<file path="src/rtl/pipeline_hazard_ctrl.sv">
// Pipeline hazard control: stall/flush generation, EX operand forwarding.
// Optional perf counters with `define HAZARD_PERF_CNT_EN.
//
// Ports:
//   cpu_clk, cpu_rst_n          clock, async active-low reset
//   rs1_ID, rs2_ID              ID-stage source registers
//   rs1_EX, rs2_EX, rd_EX       ID/EX register indices
//   load_EX, take_EX            EX is a load / EX redirects control flow
//   rd_MEM, rd_WB               writeback targets in MEM and WB
//   reg_write_MEM, reg_write_WB write enables for MEM and WB
//   dmem_req, dmem_ready        MEM-stage data access and its completion
//   stall_*, flush_*            pipeline register hold / bubble controls
//   fwd_a_sel, fwd_b_sel        00 regfile, 10 MEM, 01 WB
//   stall_cycles, flush_events  perf counters (HAZARD_PERF_CNT_EN only)
module pipeline_hazard_ctrl #(
    parameter int REGISTER_ADDR_WIDTH = 5,
    parameter int PERF_CNT_WIDTH      = 32
) (
    input  logic                           cpu_clk,
    input  logic                           cpu_rst_n,
    input  logic [REGISTER_ADDR_WIDTH-1:0] rs1_ID,
    input  logic [REGISTER_ADDR_WIDTH-1:0] rs2_ID,
    input  logic [REGISTER_ADDR_WIDTH-1:0] rs1_EX,
    input  logic [REGISTER_ADDR_WIDTH-1:0] rs2_EX,
    input  logic [REGISTER_ADDR_WIDTH-1:0] rd_EX,
    input  logic                           load_EX,
    input  logic                           take_EX,
    input  logic [REGISTER_ADDR_WIDTH-1:0] rd_MEM,
    input  logic [REGISTER_ADDR_WIDTH-1:0] rd_WB,
    input  logic                           reg_write_MEM,
    input  logic                           reg_write_WB,
    input  logic                           dmem_req,
    input  logic                           dmem_ready,
    output logic                           stall_PC,
    output logic                           stall_IF_ID,
    output logic                           stall_ID_EX,
    output logic                           stall_EX_MEM,
    output logic                           flush_IF_ID,
    output logic                           flush_ID_EX,
    output logic                           flush_MEM_WB,
    output logic [1:0]                     fwd_a_sel,
`ifdef HAZARD_PERF_CNT_EN
    output logic [1:0]                     fwd_b_sel,
    output logic [PERF_CNT_WIDTH-1:0]      stall_cycles,
    output logic [PERF_CNT_WIDTH-1:0]      flush_events
`else
    output logic [1:0]                     fwd_b_sel
`endif
);

    typedef enum logic {
        RUN      = 1'b0,
        MEM_WAIT = 1'b1
    } state_t;

    state_t state;
    logic   mem_stall;
    logic   load_use;

    // Memory stall also covers the RUN cycle that launches the wait,
    // and drops on the cycle the access completes.
    assign mem_stall = !dmem_ready && ((state == MEM_WAIT) || dmem_req);

    assign load_use = load_EX && (rd_EX != '0) &&
                      ((rd_EX == rs1_ID) || (rd_EX == rs2_ID));

    always_comb begin
        stall_PC     = 1'b0;
        stall_IF_ID  = 1'b0;
        stall_ID_EX  = 1'b0;
        stall_EX_MEM = 1'b0;
        flush_IF_ID  = 1'b0;
        flush_ID_EX  = 1'b0;
        flush_MEM_WB = 1'b0;
        // Reset gates outputs so an async reset clears them at once.
        if (cpu_rst_n) begin
            if (mem_stall) begin
                stall_PC     = 1'b1;
                stall_IF_ID  = 1'b1;
                stall_ID_EX  = 1'b1;
                stall_EX_MEM = 1'b1;
                flush_MEM_WB = 1'b1;
            end else if (take_EX) begin
                flush_IF_ID = 1'b1;
                flush_ID_EX = 1'b1;
            end else if (load_use) begin
                stall_PC    = 1'b1;
                stall_IF_ID = 1'b1;
                flush_ID_EX = 1'b1;
            end
        end
    end

    always_comb begin
        fwd_a_sel = 2'b00;
        fwd_b_sel = 2'b00;
        if (cpu_rst_n) begin
            if (reg_write_MEM && rd_MEM != '0 && rd_MEM == rs1_EX)
                fwd_a_sel = 2'b10;
            else if (reg_write_WB && rd_WB != '0 && rd_WB == rs1_EX)
                fwd_a_sel = 2'b01;
            if (reg_write_MEM && rd_MEM != '0 && rd_MEM == rs2_EX)
                fwd_b_sel = 2'b10;
            else if (reg_write_WB && rd_WB != '0 && rd_WB == rs2_EX)
                fwd_b_sel = 2'b01;
        end
    end

    always_ff @(posedge cpu_clk or negedge cpu_rst_n) begin
        if (!cpu_rst_n) begin
            state <= RUN;
        end else begin
            unique case (state)
                RUN:      if (dmem_req && !dmem_ready) state <= MEM_WAIT;
                MEM_WAIT: if (dmem_ready) state <= RUN;
            endcase
        end
    end

`ifdef HAZARD_PERF_CNT_EN
    always_ff @(posedge cpu_clk or negedge cpu_rst_n) begin
        if (!cpu_rst_n) begin
            stall_cycles <= '0;
            flush_events <= '0;
        end else begin
            if (stall_PC)
                stall_cycles <= stall_cycles + PERF_CNT_WIDTH'(1);
            if (flush_IF_ID)
                flush_events <= flush_events + PERF_CNT_WIDTH'(1);
        end
    end
`endif

endmodule

</file>
<file path="config.mk">
export PLATFORM = sky130hd
export DESIGN_NAME = pipeline_hazard_ctrl
export DESIGN_NICKNAME = d
export VERILOG_FILES = /design/src/rtl/pipeline_hazard_ctrl.sv
export SDC_FILE = /design/constraint.sdc
export NUM_CORES = 1
export LEC_CHECK = 0
export BUFFER_PORTS_ARGS = -buffer_cell sky130_fd_sc_hd__buf_2
export CAP_MARGIN = 25
export CELL_PAD_IN_SITES_DETAIL_PLACEMENT = 0
export CELL_PAD_IN_SITES_GLOBAL_PLACEMENT = 2
export CORE_UTILIZATION = 15
export CTS_CLUSTER_SIZE = 28
export DETAILED_ROUTE_END_ITERATION = 8
export GPL_TIMING_DRIVEN = 0
export PLACE_DENSITY = 0.75
export SYNTH_ARGS = -nofsm -noshare
export SYNTH_HDL_FRONTEND = slang
export SYNTH_SLANG_ARGS = --single-unit
</file>
<file path="constraint.sdc">
create_clock -name cpu_clk -period 1.02 [get_ports cpu_clk]
set_input_delay 0 -clock cpu_clk [delete_from_list [all_inputs] [get_ports cpu_clk]]
set_output_delay 0 -clock cpu_clk [all_outputs]
set_load 0.005 [all_outputs]
</file>
==> results of run 1 <==
[synthesized netlist by cell type]
| cell | instances |
|---|---|
| sky130_fd_sc_hd__o41ai_1 | 2 |
| sky130_fd_sc_hd__nor2_1 | 3 |
| sky130_fd_sc_hd__o211ai_1 | 1 |
| sky130_fd_sc_hd__xnor2_1 | 6 |
| sky130_fd_sc_hd__nand2_1 | 1 |
| sky130_fd_sc_hd__buf_4 | 3 |
| sky130_fd_sc_hd__nand3_1 | 3 |
| sky130_fd_sc_hd__nor3_1 | 2 |
| sky130_fd_sc_hd__xor2_1 | 24 |
| sky130_fd_sc_hd__and2_1 | 2 |
| sky130_fd_sc_hd__nor4_1 | 2 |
| sky130_fd_sc_hd__nor4_2 | 2 |
| sky130_fd_sc_hd__o21ai_0 | 1 |
| sky130_fd_sc_hd__o21ai_2 | 1 |
| sky130_fd_sc_hd__a22oi_1 | 1 |
| sky130_fd_sc_hd__or4_4 | 1 |
| sky130_fd_sc_hd__or2_2 | 1 |
| sky130_fd_sc_hd__inv_1 | 4 |
| sky130_fd_sc_hd__dfrtp_1 | 1 |
| sky130_fd_sc_hd__or4_1 | 4 |
[power by group through the flow]
stage	clock, mW	sequential (mW)	combinational [mW]
global placement	0	0.0436	0.289
global route	0	0.0440	0.446
detailed placement	0	0.0437	0.293
finish	0	0.0437	0.410
CTS	0	0.0437	0.380
floorplan	0	0.0436	0.135
[metal layers]
layer,vias up,share of wire
met5,-,0
met1,283,0.40
met2,32,0.51
li1,345,-
met3,2,0.072
met4,0,0.015
[final cells by class]
class	count	area share
Multi-Input combinational cell	57	0.513
Timing Repair Buffer	60	0.377
Tap cell	44	0.0503
Sequential cell	1	0.0229
Buffer	3	0.0206
Inverter	4	0.0160
[repair_timing]
item | in CTS | in global routing
pin swaps | 21 | 8
gates resized for setup | 35 | 10
endpoints found under the setup margin | 10 | 9
hold buffers | 1 | 0
setup buffers | 3 | 3
endpoints found under the hold margin | 1 | 0
[layout by cell type, fill, tap and decap left out]
cell type / n
sky130_fd_sc_hd__and2_1: 2
sky130_fd_sc_hd__buf_6: 10
sky130_fd_sc_hd__o41ai_2: 2
sky130_fd_sc_hd__xor2_1: 24
sky130_fd_sc_hd__nor2_1: 3
sky130_fd_sc_hd__o21ai_4: 2
sky130_fd_sc_hd__nor4_2: 1
sky130_fd_sc_hd__dlygate4sd3_1: 1
sky130_fd_sc_hd__dfrtp_1: 1
sky130_fd_sc_hd__a22oi_2: 1
sky130_fd_sc_hd__nand3_1: 3
sky130_fd_sc_hd__xnor2_1: 5
sky130_fd_sc_hd__nand2_2: 1
sky130_fd_sc_hd__or2_4: 1
sky130_fd_sc_hd__inv_1: 2
sky130_fd_sc_hd__buf_4: 9
sky130_fd_sc_hd__inv_2: 1
sky130_fd_sc_hd__buf_8: 3
sky130_fd_sc_hd__o211ai_1: 1
sky130_fd_sc_hd__nor4_4: 3
sky130_fd_sc_hd__inv_4: 1
sky130_fd_sc_hd__nor3_2: 2
sky130_fd_sc_hd__buf_2: 40
sky130_fd_sc_hd__or4_4: 5
sky130_fd_sc_hd__xnor2_2: 1
[through the flow]
step                setup slack, ns  area, um2  utilization  std cells  TNS (ns)
floorplan                    0.0151        517            -         65         0
global placement             -0.291        837        0.268        162     -1.57
detailed placement           -0.280        837        0.268        162     -1.61
CTS                          -0.187       1030        0.328        166     -1.09
global route                 -0.282       1090        0.350        169     -1.38
finish                       -0.246       1090        0.350        169     -1.02
[kinds of logic (layout without fill, tap and decap cells)]
family          Yosys count  in the layout  share of synthesized area
flops                     1              1                     0.0491
compound gates            6              6                     0.0909
buf+inv                   7             67                     0.0737
simple gates             21             21                      0.270
xor+xnor                 30             30                      0.516
[critical path, stage by stage]
cell and delay (ns):
sky130_fd_sc_hd__buf_8 0.10, sky130_fd_sc_hd__or4_4 0.53, sky130_fd_sc_hd__o21ai_4 0.17, sky130_fd_sc_hd__nor4_4 0.06, sky130_fd_sc_hd__nor4_4 0.25, sky130_fd_sc_hd__buf_2 0.15
[worst paths after layout]
path | depth (start not counted) | start | to
min reg2reg | 4 | state | state
min in group asynchronous | 2 | cpu_rst_n | state
min | 3 | take_EX | stall_IF_ID
max in group asynchronous | 2 | cpu_rst_n | state
max reg2reg | 4 | state | state
max | 6 | rd_MEM[2] | fwd_a_sel[0]
==> results_dict.tcl, run 1 <==
set metrics [dict create \
    setup_ws_ns -0.246 \
    power-per-cell-area_mw_per_mm2 415 \
    clock_network_power_share 0 \
    avgSynthCellArea_um2 7.83 \
    design.portCount 54 \
    multiInputGateArea_um2 562 \
    routabilityCongestion 0.697 \
    vdd_ir_drop_max_mv 0.115 \
    clock_skew_ns 0 \
    gr-usage-all-layers 0.100 \
    worst-slew-pin-transition_ns 0.272 \
    grt.overflow.total 0 \
    largest_net_degree_at_the_start_of_global_routing 8 \
    fraction_of_power_spent_switching_nets 0.410 \
    hpwl_mm 1.53 \
    via_count_of_the_first_global_routing_pass 698 \
    dieHeight_um 60.3 \
    timing.critical_path.from_type "input port" \
    worstPathRequired_ns 1.02 \
    violations "setup timing" \
    synth_seq_area_share 0.0491 \
    groute.layer.met1.usage 0.112 \
    power_leakage_nw 0.528 \
    clock_insertion_delay_at_the_later_pin_of_the_skew_report_ns 0 \
    syn_to_final_growth_pct 115 \
    numPortBuffers 53 \
    cap_violations 0 \
    holdCritPathClass "input port to output port" \
    worst_case_register_to_register_setup_slack_ns 0.17 \
    crit_path_max_fanout 3 \
    period_utilization 1.24 \
    synthTopCellsByArea "sky130_fd_sc_hd__xor2_1 (41%), sky130_fd_sc_hd__xnor2_1 (10%), sky130_fd_sc_hd__or4_1 (5.9%), sky130_fd_sc_hd__dfrtp_1 (4.9%), sky130_fd_sc_hd__nor4_2 (4.9%)" \
    first_pass_iters 2 \
    fin_hold_ws_ns 0.294 \
    ys_warn_count 0 \
    drt_iter0_drc 2 \
    final_nets 170 \
    largest_reg_flops 1 \
    post-layout-total-power_uw 454 \
    nFillCells 335 \
    finalSetupViolCount 7 \
    max_clock_freq_ghz 0.790 \
    netlist.top_cell.by_area "sky130_fd_sc_hd__xor2_1" \
    worst_setup_path_end_kind "output port" \
    drc 0 \
    final_antenna_net_count 0 \
    die_area_mm2 0.00363 \
    netlist_instances 65 \
    drive_gt1_frac 0.664 \
    synth_top_area_share 0.413 \
    top_usage_layer "met2" \
    finalMaxSlewViolations 0 \
    max-slew-margin-rel 0.817 \
    antennaDiodeCount 0 \
    pwr-share-comb 0.904 \
    grt_setup_unrepaired "yes" \
    wl_per_cell_um 11.0 \
    global_route_wire_length_before_repair_mm 2.82 \
    area.sequential_um2 25.0 \
    yosysUniqueCellTypes 20 \
    met2_usage 0.201 \
    power.net_switching_uw 186 \
    crit_type "input port to output port" \
    synth.cell_area_um2 509 \
    routed_via_density 3.92 \
    power.sequential.fraction 0.096 \
    internal-power_uw 268 \
    core_area_mm2 0.00313 \
    row_count 20 \
    finalHoldViolations 0 \
    register_bank_with_the_most_flops "state" \
    via_count 662 \
    finalCriticalPeriod_ns 1.27 \
    initial_utilization 0.163 \
    synth.ff_latch_count 1 \
    grt_antenna_before_repair 0 \
    outcome "finished with violations" \
    mappedNetlistNets 108 \
    met3_usage 0.0108 \
    floorplan.die.width_um 60.3 \
    drt_wl_total_mm 1.86 \
    biggestRegsByFlops "state: 1 flops" \
    crit_arrival_ns 1.27 \
]
(Power assumes the default switching activity.)
==> run 2, diff against run 1 <==
--- a/config.mk
+++ b/config.mk
@@ -14,6 +14,7 @@
 export DETAILED_ROUTE_END_ITERATION = 8
 export GPL_TIMING_DRIVEN = 0
 export PLACE_DENSITY = 0.75
+export REMOVE_ABC_BUFFERS = 1
 export SYNTH_ARGS = -nofsm -noshare
 export SYNTH_HDL_FRONTEND = slang
 export SYNTH_SLANG_ARGS = --single-unit
==> run 2 against run 1 <==
  * The run still ends with setup timing left
  * Power decreased by 4.5%
  * Register-to-register slack improved by 0.14 ns
  * First-iteration DRC count grew to 6.0 times the previous value
  * Sequential share of layout area grew 0.095 points
  * Sequential power about the same
  * Final cell count shrank 3.0%
  * Wire length fell by 7.1%
  * Largest power group unchanged
==> results_dict.tcl, run 2 (synthesis results as in run 1) <==
set metrics [dict create \
    outcome "finished with violations" \
    violations "setup timing" \
    setup_ws_ns -0.196 \
    mostFrequentLayoutCell "sky130_fd_sc_hd__buf_2" \
    clock_insertion_delay_at_the_later_pin_of_the_skew_report_ns 0 \
    vdd_ir_drop_max_mv 0.148 \
    groute.layer.met1.usage 0.111 \
    drive_gt1_frac 0.633 \
    antennaDiodeCount 0 \
    finalHoldViolations 0 \
    drt_wl_total_mm 1.73 \
    critical_path.n_buffers_inverters 2 \
    top_usage_layer "met2" \
    period_utilization 1.19 \
    max-slew-margin-rel 0.800 \
    postLayoutCellArea_mm2 0.00105 \
    crit_type "input port to output port" \
    design.portCount 54 \
    global_route_wire_length_before_repair_mm 2.68 \
    worstPathRequired_ns 1.02 \
    max_clock_freq_ghz 0.822 \
    via_count 648 \
    final_antenna_net_count 0 \
    die_area_mm2 0.00363 \
    mostFrequentLayoutCells "sky130_fd_sc_hd__buf_2 (39), sky130_fd_sc_hd__xor2_1 (24), sky130_fd_sc_hd__buf_6 (12)" \
    final_nets 165 \
    grt_antenna_before_repair 0 \
    grt.overflow.total 0 \
    finish.utilization 0.336 \
    dp.cells 159 \
    biggestRegsByFlops "state: 1 flops" \
    finalSetupViolCount 7 \
    routed_via_density 3.95 \
    register_bank_with_the_most_flops "state" \
    fin_hold_ws_ns 0.271 \
    critical_path.cell_chain "buf_6 -> xor2_1 -> or4_4 -> nor4_4 -> buf_2" \
    worst_setup_path_end_kind "output port" \
    grt_setup_unrepaired "yes" \
    gr-usage-all-layers 0.0935 \
    post-layout-total-power_uw 433 \
    syn_to_final_growth_pct 106 \
    largest_reg_flops 1 \
    timing.critical_path.from_type "input port" \
    crit_path_max_fanout 2 \
    drc 0 \
    holdCritPathClass "input port to flop" \
    numPortBuffers 53 \
    cap_violations 0 \
    met3_usage 0.0173 \
    slowest_stage "sky130_fd_sc_hd__or4_4" \
    row_count 20 \
    met2_usage 0.181 \
    dieHeight_um 60.3 \
    wl_per_cell_um 10.5 \
    crit_arrival_ns 1.22 \
    cts.clk_slew.worst_paths_ns 0 \
    power_leakage_nw 0.507 \
    clock_skew_ns 0 \
    postPlaceCellArea_um2 807 \
    finalMaxSlewViolations 0 \
    core_area_mm2 0.00313 \
    initial_utilization 0.163 \
    routabilityCongestion 0.704 \
    drt_iter0_drc 12 \
    power-per-cell-area_mw_per_mm2 412 \
    worst-slew-pin-transition_ns 0.297 \
    via_count_of_the_first_global_routing_pass 647 \
    critical_path.top_delay_family "simple AND/OR/NAND/NOR gates" \
    finalCriticalPeriod_ns 1.22 \
    final_cells 164 \
    hpwl_mm 1.48 \
    largest_net_degree_at_the_start_of_global_routing 8 \
    first_pass_iters 2 \
    floorplan.die.width_um 60.3 \
    critical_path.max_stage_delay_ns 0.55 \
]
## run 2: changes by cell type in the layout (fill, tap and decap cells not counted), sizes merged
cell / previous run / this run
buf: 62 / 57
## run 2: power breakdown
part           switching (mW)  internal (mW)  total (mW)
clock network               0              0           0
registers            0.000594         0.0430      0.0436
logic                   0.179          0.210       0.390
total                   0.180          0.253       0.433
## run 2: cell type report
| class | count | area, um2 |
|---|---|---|
| Sequential cell | 1 | 25.0 |
| Inverter | 4 | 15.0 |
| Tap cell | 44 | 55.1 |
| Timing Repair Buffer | 58 | 393 |
| Multi-Input combinational cell | 57 | 563 |
| Fill cell | 346 | 2080 |
## run 2: tightest hold or removal path: stages
cell                    delay [ns]
sky130_fd_sc_hd__buf_2        0.07
sky130_fd_sc_hd__or2_4        0.11
sky130_fd_sc_hd__inv_2        0.04
## run 2: final timing paths
path,cells after the start,slack [ns],to,start
max in group asynchronous,2,0.52,state,cpu_rst_n
max reg2reg,3,0.31,state,state
min in group asynchronous,2,0.40,state,cpu_rst_n
min reg2reg,3,0.64,state,state
max,5,-0.20,fwd_a_sel[0],rs1_EX[3]
min,3,0.27,state,dmem_ready
## run 2: what timing repair did
item / 4_1_cts / 5_1_grt
endpoints found under the hold margin: 1 / 0
gates resized for setup: 37 / 5
buffers inserted: 3 / 1
hold buffers: 1 / 0
pin swaps: 28 / 8
endpoints found under the setup margin: 7 / 10
## run 2: per-layer routing
layer | wire [um] | share of wire
met3 | 169 | 0.098
met5 | 0 | 0
met2 | 883 | 0.51
met4 | 0 | 0
met1 | 675 | 0.39
## run 2: stage by stage
| step | TNS (ns) | setup slack [ns] |
|---|---|---|
| after floorplan | 0 | 0.0151 |
| after CTS | -1.03 | -0.204 |
| after global placement | -1.44 | -0.285 |
| after global routing | -1.22 | -0.274 |
| after detailed placement | -1.43 | -0.317 |
| final | -0.748 | -0.196 |
